### src/rtl/io_input_fifo_if.sv
// Device-to-CPU input port bundle: device byte handshake, CPU read/clear strobes, and head/status readback.
interface io_input_fifo_if;
    logic [7:0] dev_data;
    logic       dev_valid;
    logic       dev_ready;
    logic       re;
    logic       clr_ovf;
    logic [7:0] port_data;
    logic [7:0] status;
    logic [2:0] count;

    modport master (
        output dev_data, dev_valid, re, clr_ovf,
        input  dev_ready, port_data, status, count
    );

    modport slave (
        input  dev_data, dev_valid, re, clr_ovf,
        output dev_ready, port_data, status, count
    );
endinterface

### src/rtl/io_input_fifo.sv
// Purpose: small circular byte buffer between an external device and a CPU IN port, with a sticky overflow flag.
// Latency: a byte pushed into an empty buffer is on port_data the cycle after the push edge.
// Backpressure: dev_ready drops when full; a byte offered while full is dropped and sets ovf.
module io_input_fifo #(
    parameter int DEPTH = 4,
    parameter int WIDTH = 8
) (
    input logic          clk,
    input logic          reset,
    io_input_fifo_if.slave bus
);
    localparam int PW = (DEPTH > 2) ? $clog2(DEPTH) : 1;

    logic [WIDTH-1:0] mem [DEPTH];
    logic [PW-1:0]    wptr;
    logic [PW-1:0]    rptr;
    logic [2:0]       count;
    logic             ovf;

    logic full;
    logic empty;
    logic push;
    logic pop;
    logic ovf_set;

    function automatic logic [PW-1:0] ptr_inc(input logic [PW-1:0] p);
        return (p == PW'(DEPTH - 1)) ? '0 : p + 1'b1;
    endfunction

    assign full    = (count == 3'(DEPTH));
    assign empty   = (count == 3'd0);
    // Handshake depends only on registered occupancy, so a same-cycle read cannot open a slot.
    assign push    = bus.dev_valid && !full;
    assign pop     = bus.re && !empty;
    assign ovf_set = bus.dev_valid && full;

    always_ff @(posedge clk) begin
        if (reset) begin
            wptr  <= '0;
            rptr  <= '0;
            count <= 3'd0;
            ovf   <= 1'b0;
        end else begin
            if (push) begin
                wptr <= ptr_inc(wptr);
            end
            if (pop) begin
                rptr <= ptr_inc(rptr);
            end
            case ({push, pop})
                2'b10:   count <= count + 3'd1;
                2'b01:   count <= count - 3'd1;
                default: count <= count;
            endcase
            // An overflow in the same edge as a clear leaves the flag set.
            if (ovf_set) begin
                ovf <= 1'b1;
            end else if (bus.clr_ovf) begin
                ovf <= 1'b0;
            end
        end
    end

    // Storage is not reset; occupancy alone decides what is valid.
    always_ff @(posedge clk) begin
        if (push && !reset) begin
            mem[wptr] <= bus.dev_data;
        end
    end

    assign bus.dev_ready = !full;
    assign bus.port_data = empty ? 8'h00 : 8'(mem[rptr]);
    assign bus.status    = {ovf, full, empty, 2'b00, count};
    assign bus.count     = count;

endmodule

### src/flat_wrapper.sv
// flat-port wrapper written by rule: the top's interface ports become plain ports
module io_input_fifo_flat 
#(
    parameter int DEPTH = 4,
    parameter int WIDTH = 8
)
  (clk, reset, bus_dev_data, bus_dev_valid, bus_re, bus_clr_ovf, bus_dev_ready, bus_port_data, bus_status, bus_count);
  io_input_fifo_if bus_i ();
  input logic clk;
  input logic reset;
  input wire logic [$bits(bus_i.dev_data)-1:0] bus_dev_data;
  input wire logic [$bits(bus_i.dev_valid)-1:0] bus_dev_valid;
  input wire logic [$bits(bus_i.re)-1:0] bus_re;
  input wire logic [$bits(bus_i.clr_ovf)-1:0] bus_clr_ovf;
  output wire logic [$bits(bus_i.dev_ready)-1:0] bus_dev_ready;
  output wire logic [$bits(bus_i.port_data)-1:0] bus_port_data;
  output wire logic [$bits(bus_i.status)-1:0] bus_status;
  output wire logic [$bits(bus_i.count)-1:0] bus_count;
  assign bus_i.dev_data = bus_dev_data;
  assign bus_i.dev_valid = bus_dev_valid;
  assign bus_i.re = bus_re;
  assign bus_i.clr_ovf = bus_clr_ovf;
  assign bus_dev_ready = bus_i.dev_ready;
  assign bus_port_data = bus_i.port_data;
  assign bus_status = bus_i.status;
  assign bus_count = bus_i.count;
  io_input_fifo #(.DEPTH(DEPTH), .WIDTH(WIDTH)) u_core (.clk(clk), .reset(reset), .bus(bus_i));
endmodule
### config.mk
export PLATFORM = sky130hd
export DESIGN_NAME = io_input_fifo_flat
export DESIGN_NICKNAME = d
export VERILOG_FILES = /design/src/rtl/io_input_fifo_if.sv /design/src/rtl/io_input_fifo.sv /design/src/flat_wrapper.sv
export SDC_FILE = /design/constraint.sdc
export NUM_CORES = 1
export LEC_CHECK = 0
export CAP_MARGIN = 20
export CELL_PAD_IN_SITES_DETAIL_PLACEMENT = 1
export CELL_PAD_IN_SITES_GLOBAL_PLACEMENT = 1
export CORE_AREA = 5 5 94 88
export CTS_CLUSTER_SIZE = 24
export DETAILED_ROUTE_END_ITERATION = 8
export DIE_AREA = 0 0 99 93
export GPL_TIMING_DRIVEN = 0
export PLACE_DENSITY = 0.52
export REMOVE_ABC_BUFFERS = 1
export SYNTH_ARGS = -nofsm -noshare
export SYNTH_HDL_FRONTEND = slang
export SYNTH_SLANG_ARGS = --single-unit
### constraint.sdc
create_clock -name clk -period 2.4 [get_ports clk]
set_input_delay 0.36 -clock clk [delete_from_list [all_inputs] [get_ports clk]]
set_output_delay 0.36 -clock clk [all_outputs]
set_load 0.03 [all_outputs]
**Word-level counts from Yosys, hierarchy flattened**

Memories as Yosys holds them, arrays and structs flattened. A register that Yosys moved wholly into a read port is not among the register bits.
Cells that the tools add are included.

- Bits in registers: 8
- Bits in writable memories: 32
- Output and inout bits: 20
- Memories kept: 1

- $add $sub $neg: 4
- Equal/unequal tests: 5
- Mux-type cells: 10
- Reduce and logical (&&, ||, !) cells: 10

Memory list:

| memory | words | width | read ports | clocked after Yosys merged registers in | write ports | RTL line | RTL |
|---|---|---|---|---|---|---|---|
| u_core.mem | 4 | 8 | 1 | 1 | 1 | io_input_fifo.sv:14 | `logic [WIDTH-1:0] mem [DEPTH];` |

Operators by type and width:

| operator | count |
|---|---|
| 2-to-1 mux 2 bit | 4 |
| 2-to-1 mux 8 bit | 1 |
| equality test 2 bit, second input constant | 3 |
| case mux 3 bit (2 select lines) | 1 |
| adder 2 x 1 -> 2 bit, second input constant | 2 |
| logical AND 1 bit | 4 |
| 2-to-1 mux 1 bit | 4 |
| nonzero test 2 bit | 2 |
| adder 3 x 1 -> 3 bit, second input constant | 1 |
| equality test 3 bit, second input constant | 1 |
| zero test 1 bit | 3 |
| zero test 3 bit | 1 |
| subtractor 3 x 1 -> 3 bit, second input constant | 1 |
| equality test 2 x 1 -> 1 bit, second input constant | 1 |

**Depth between registers and ports, before layout**

- Depth after elaboration: 6
- Depth in mapped cells: 9
- Mapped depth without buffers: 8

**Least setup slack after synthesis**

Ideal clock, no wire load.

- Path type: register -> register
- Start point: register u_core.count[2] (netlist: u_core.bus.count[2])
- End point: register u_core.count[2] (netlist: u_core.bus.count[2])
- Setup time: 71 ps
- Data arrival time: 2445 ps
- Required time: 2329 ps
- Slack: -117 ps
- Stages on the path, launching flop included: 10
- Buffers on the path: 1
- Period minus slack after synthesis: 2517 ps
- Cells stage by stage: dfxtp_1 or3b_1 buf_6 nand2_4 ha_1 inv_1 fa_1 xor2_1 or3_2 a21oi_1

- Word-level cells in the longest chain between the ends: 5

Ends and longest elaborated chain:

| element | RTL line | RTL |
|---|---|---|
| start, declared | io_input_fifo.sv:17 | `logic [2:0] count;` |
| start signal, assigned | io_input_fifo.sv:51 | `2'b10: count <= count + 3'd1;` |
| start signal, assigned | io_input_fifo.sv:52 | `2'b01: count <= count - 3'd1;` |
| start signal, assigned | io_input_fifo.sv:53 | `default: count <= count;` |
| equality test 3 bit (*) | io_input_fifo.sv:30 | `assign full = (count == 3'(DEPTH));` |
| zero test 1 bit (*) | n/a |  |
| named net bus_dev_ready | flat_wrapper.sv:15 | `output wire logic [$bits(bus_i.dev_ready)-1:0] bus_dev_ready;` |
| logical AND 1 bit (*) | io_input_fifo.sv:33 | `assign push = bus.dev_valid && !full;` |
| equality test 2 x 1 -> 1 bit / equality test 2 bit (equally long branches) | io_input_fifo.sv:50 | `case ({push, pop})` |
| case mux 3 bit (2 select lines) / nonzero test 2 bit (equally long branches) | n/a |  |

The timed path passes the listed nets; every way through them passes the cells marked *.
A chain may end at the register's enable or synchronous reset.

**Worst setup path in the final report**

- Start point: register u_core.count[2] (netlist: u_core.bus.count[2])
- End point: output port bus_status[5]

- Word-level cells in the longest chain between the ends: 1

Ends and longest elaborated chain:

| element | RTL line | RTL |
|---|---|---|
| zero test 3 bit | io_input_fifo.sv:31 | `assign empty = (count == 3'd0);` |
| end, declared | flat_wrapper.sv:17 | `output wire logic [$bits(bus_i.status)-1:0] bus_status;` |

Every way passes these cells.

==> qor.yml <==
outcome: "finished clean"
yosysSeqAreaShare_pct: 64.36
yosys-top-cells-count: "edfxtp_1 (32), dfxtp_1 (10), buf_4 (8), mux4_2 (8), inv_1 (7)"
hold_violations: 0
yosys.area_share.simple_pct: 9.223
critPathMaxStageDelay_ns: 0.69
start_util_pct: 24.91
routed-via-count: 989
synth_top_area_share_pct: 53.26
chipHeight_um: 93
min_path_cells: 2
max_freq_mhz: 439.6
vias_per_cell: 4.087
diodes: 0
dpl_worst_slack_ns: -0.1742
syn_area_um2: 1804
switchingPower_mw: 0.9017
htree_levels: 2
power_frac_clock_pct: 20.6
wire_per_inst_um: 15.52
power_leakage_nw: 0.8443
holdBufCountCts: 0
core_um2: 7244
vdd_drop_max_mv: 0.4729
ys_types: 31
combPwrFrac_pct: 40.8
stdcell_count: 242
worst_pin_slew_ns: 0.7780
dpl.cell_count: 233
dieArea_um2: 9207
switching_share_pct: 35.81
grt_antenna_before_repair: 0
grt_overflow: 0
ant_nets: 0
post-route-worst-setup-slack_ns: 0.1252
place_congestion: 0.6818
critical_path.endpoint_type: "primary output"
cap_viol_max_count: 0
grt_max_degree: 14
synth_most_common_cell: "edfxtp_1"
worstSkewPairLatency_ns: 0.28
cts.path.max_buffers: 2
cts-root-buf: "clkbuf_8"
synth_edf_count: 32
critPathLaunchType: "register"
ios: 33
clock_skew_ns: 0.002661
layout.nets: 166
drt_pre_antenna_iters: 4
synth.avg_cell_area_um2: 15.55
p_seq_share_pct: 38.5
cp.arrival_ns: 1.91
synthToLayoutAreaGrowth_pct: 28.09
ys_ff_latch: 42
routed_wl_um: 3757
crit_chain: "nor3_2 > buf_2 > clkdlybuf4s50_1"
drive_above_1_share_pct: 22.60
power_mw: 2.518
synth-compound-area-share_pct: 2.705
intPower_mw: 1.617
cts_buffers: 5
async_flop_share_pct: 0
grt_pass1_wl_um: 5878
clock-sinks: 42
critical_path_class: "reg -> out"
synthFlopType: "edfxtp_1"
yosysWarnings: 0
drtIter0Drc: 13
power.density_nw_per_um2: 1090
grt_pass1_vias: 1217
hp-class: "reg -> reg"
crit_slowest_cell: "clkdlybuf4s50_1"
synth_top_family_by_area: "multiplexers"
synthXorXnorAreaFrac_pct: 0.9709
whs_ns: 0.5368
gr-usage-all-layers_pct: 8.471
synthCells: 116
cp_max_fo: 7
relSlewSlack_pct: 47.91
synthTopCellsByArea: "edfxtp_1 (53%), dfxtp_1 (11%), mux4_2 (10%)"
io_buffers: 30
reg2regPathDepth: 8
die_width_um: 99
setup_viol: 0
drc_errors: 0
finalCritPeriodShare_pct: 94.78
cts_tree: "done"
yosys.area.top_type: "edfxtp_1"
row_count: 30
rsz0062_at_grt: "false"
dpl.hpwl_um: 2719
maxSlewViolCount: 0
layout_min_cycle_time_ns: 2.275
muxShareOfSynthArea_pct: 11.17
yosys.area_share.adder_pct: 5.270
path_clk_slew_ns: 0.07
required_ns: 2.04
[sequential cells by signal, summed over array words and instances (netlist names), named ones only]
name and flops:
u_core.rptr 2, u_core.mem 32, u_core.wptr 2, u_core.bus.count 3
u_core.ovf 1
[critical path, delay by kind of cell, from the launching register on]
kind,cells,cell delay [ns]
and+or+nand+nor,1,0.33
DFF,1,0.37
buffers and inverters,2,0.93
[layer usage]
layer	share of wire (%)	GRT usage [%]	vias to the layer above
li1	-	-	464
met5	0	0	-
met3	6.0	3.057	3
met1	42	8.842	492
met4	0.29	2.048	0
met2	52	16.05	30
[cells by family (layout without fill, tap and decap cells)]
logic type                 after synthesis  count (layout)
AOI/OAI and AO/OA                        8               8
adders and majority gates                7               7
xor gates and xnor gates                 2               2
and+or+nand+nor                         27              27
other                                    1               2
buffers and inverters                   19              48
DFF                                     42              42
muxes                                   10              10
[timing repair]
item	4_1_cts	5_1_grt
pin swaps	1	0
gates resized for setup	16	3
endpoints found under the setup margin	11	3
hold endpoints to repair	0	0
buffers inserted	1	1
[power by group through the flow]
stage,logic (mW),clock network [mW],registers (mW)
2_1_floorplan,0.555,0,1.03
3_3_place_gp,1.02,0,0.964
3_5_place_dp,1.07,0,0.974
4_1_cts,1.05,0.540,0.975
5_1_grt,1.11,0.570,0.987
6_report,1.03,0.519,0.971
[cell type report]
class                           instances  area (µm²)
Fill cell                             763        4933
Inverter                                7       26.28
Clock buffer                            5       68.82
Timing Repair Buffer                   34       325.3
Multi-Input combinational cell         56       564.3
Sequential cell                        42        1172
Clock inverter                          2       33.78
Tap cell                               96       120.1
[final timing paths]
kind / to / slack [ns] / start
setup / recovery: bus_status[5] / 0.13 / u_core.bus.count[2]
hold / removal: register / 0.54 / u_core.rptr[0]
setup reg to reg: u_core.bus.count[2] / 0.13 / u_core.bus.count[2]
hold reg to reg: register / 0.54 / u_core.rptr[0]
[cells in the final DEF (no fill, tap or decap), types with 5 or more instances in the layout]
| cell | n |
|---|---|
| clkbuf_8 | 5 |
| ha_1 | 5 |
| dfxtp_1 | 5 |
| edfxtp_1 | 32 |
| clkdlybuf4s50_1 | 22 |
| mux4_2 | 8 |
| dlygate4sd2_1 | 6 |
| nor2_1 | 6 |
| inv_1 | 7 |
| nor2b_1 | 5 |
[stage by stage]
stage / setup TNS [ns] / area (µm²) / utilization, %
5_1_grt: 0 / 2311 / 31.90
3_5_place_dp: -0.6065 / 2172 / 29.98
6_report: 0 / 2311 / 31.90
3_3_place_gp: -10.99 / 2145 / 29.60
2_1_floorplan: -1.165 / 1724 / -
4_1_cts: 0 / 2296 / 31.69
Power figures use the tool's default switching activity.
==> patch: new RTL, same flow settings <==
`DEPTH` is set to 4 in 2 places; all go to 8.
--- a/src/rtl/io_input_fifo.sv
+++ b/src/rtl/io_input_fifo.sv
@@ -4,3 +4,3 @@
 module io_input_fifo #(
-    parameter int DEPTH = 4,
+    parameter int DEPTH = 8,
     parameter int WIDTH = 8
--- a/src/flat_wrapper.sv
+++ b/src/flat_wrapper.sv
@@ -3,3 +3,3 @@
 #(
-    parameter int DEPTH = 4,
+    parameter int DEPTH = 8,
     parameter int WIDTH = 8
Function: changed (Yosys sat finds a counterexample within 4 cycles, from zero or initial values and one cycle with reset high).
==> patch against the original RTL <==
  * Global-route usage grew 7.2 points
  * Cell count grew 39%
  * Maximum frequency is essentially flat
  * Final area grew 63%
  * Utilization grew 20 points
  * Worst hold slack lost 23 ps
  * Sequential cell count grew 35
  * Wire length grew 81%
  * Total power shrank 3.7%
  * Die area is the same
  * Worst setup slack is essentially flat
  * Synthesized area grew 75%
==> patch: results (changes against the original RTL) <==
| Metric | Value |
|---|---|
| Placed Cells | `319 (was 233)` |
| List of most frequent post-synthesis cells | `64 x edfxtp_1, 35 x mux2i_1, 16 x a22oi_1 (was 32 x edfxtp_1, 10 x dfxtp_1, 8 x buf_4, 8 x mux4_2, 7 x inv_1)` |
| DP Worst Slack | `-294 ps (was -174 ps)` |
| Reg2Reg Depth | `4 (was 8)` |
| Share of layout cells above drive strength 1 | `0.150 (was 0.226)` |
| Multi-input logic area | `926 um2 (was 564 um2)` |
| DR iter-0 viols | `72 (was 13)` |
| Worst-skew pair later-pin latency | `340 ps (was 280 ps)` |
| Clk sinks | `77 (was 42)` |
| Crit Path Max Fanout | `12 (was 7)` |
| Status | `finished, final reports clean (unchanged)` |
| Count of cell types in the netlist | `29 (was 31)` |
| LEAKAGE | `0.00125 uW (was 0.000844 uW)` |
| Worst Hold Slack | `514 ps (was 537 ps)` |
| Crit Reg-Reg Startpoint | `u_core.bus.count[1]$_SDFFE_PP0P_ (was u_core.bus.count[2]$_SDFFE_PP0P_)` |
| Top cells by area, synth | `edfxtp_1 61%, mux2i_1 11%, dfxtp_1 8.2% (was edfxtp_1 53%, dfxtp_1 11%, mux4_2 10%)` |
| Final WL | `6800 um (was 3760 um)` |
| Final #Nets | `254 (was 166)` |
| Seq/Total Area, Yosys | `0.690 (was 0.644)` |
| Worst R2R End | `u_core.mem[6][3]$_DFFE_PP_ (was u_core.bus.count[2]$_SDFFE_PP0P_)` |
| Post-CTS Resized | `18 (was 16)` |
| Max VDD drop | `0.239 mV (was 0.473 mV)` |
| Sequential power share | `0.596 (was 0.385)` |
| Count of multi-input gates | `109 (was 56)` |
| Clock distribution power | `936 uW (was 519 uW)` |
| Sw Ratio | `0.199 (was 0.358)` |
| Clock skew | `12.5 ps (was 2.66 ps)` |
| All-layer global routing usage | `0.157 (was 0.0847)` |
| First-pass GRT wire length | `10400 um (was 5880 um)` |
| H-tree Lvls | `3 (was 2)` |
| Vias post-DR | `1751 (was 989)` |
| Final HPWL DP | `4350 um (was 2720 um)` |
| Reg area | `2190 um2 (was 1170 um2)` |
| TritonCTS Buffers | `9 (was 5)` |
| Largest net degree at the start of global routing | `33 (was 14)` |
| Post-Synth Adder-Cell Area | `0.0261 (was 0.0527)` |
| Critical path data arrival time | `2240 ps (was 1910 ps)` |
| Buffers, non-clock | `32 (was 34)` |
| Final total power | `2430 uW (was 2520 uW)` |
| Synth Area in XOR/XNOR | `0.00554 (was 0.00971)` |
| Inverter count | `6 (was 7)` |
| Final non-filler cell area | `3760 um2 (was 2310 um2)` |
| Filler cells | `714 (was 763)` |
| NonClk Buf Share | `0.0844 (was 0.141)` |
| GPL Wtd Cong | `0.793 (was 0.682)` |
| Max FFs per register | `64 (was 32)` |
==> patch: per-layer routing <==
| metal | wire [um] | GRT usage |
|---|---|---|
| met3 | 306 | 0.0418 |
| met1 | 2930 | 0.197 |
| met5 | 0 | 0 |
| met4 | 89 | 0.0614 |
| met2 | 3470 | 0.260 |
==> patch: worst max-delay path by stage <==
stage	start	to	slack, ps	cells after the start
CTS	u_core.bus.count[0]$_SDFFE_PP0P_	u_core.mem[2][3]$_DFFE_PP_	20	4
floorplan	u_core.bus.count[0]$_SDFFE_PP0P_	bus_port_data[0]	-1000	3
global placement	flop	bus_port_data[4]	-880	4
global route	u_core.bus.count[1]$_SDFFE_PP0P_	bus_dev_ready	30	3
detailed placement	reset	u_core.mem[2][1]$_DFFE_PP_	-290	3
finish	reset	u_core.mem[6][3]$_DFFE_PP_	120	3
==> patch: worst max-delay path: stages <==
cell and delay (ps):
clkdlybuf4s50_1 630, or3_4 520, nor2_1 730
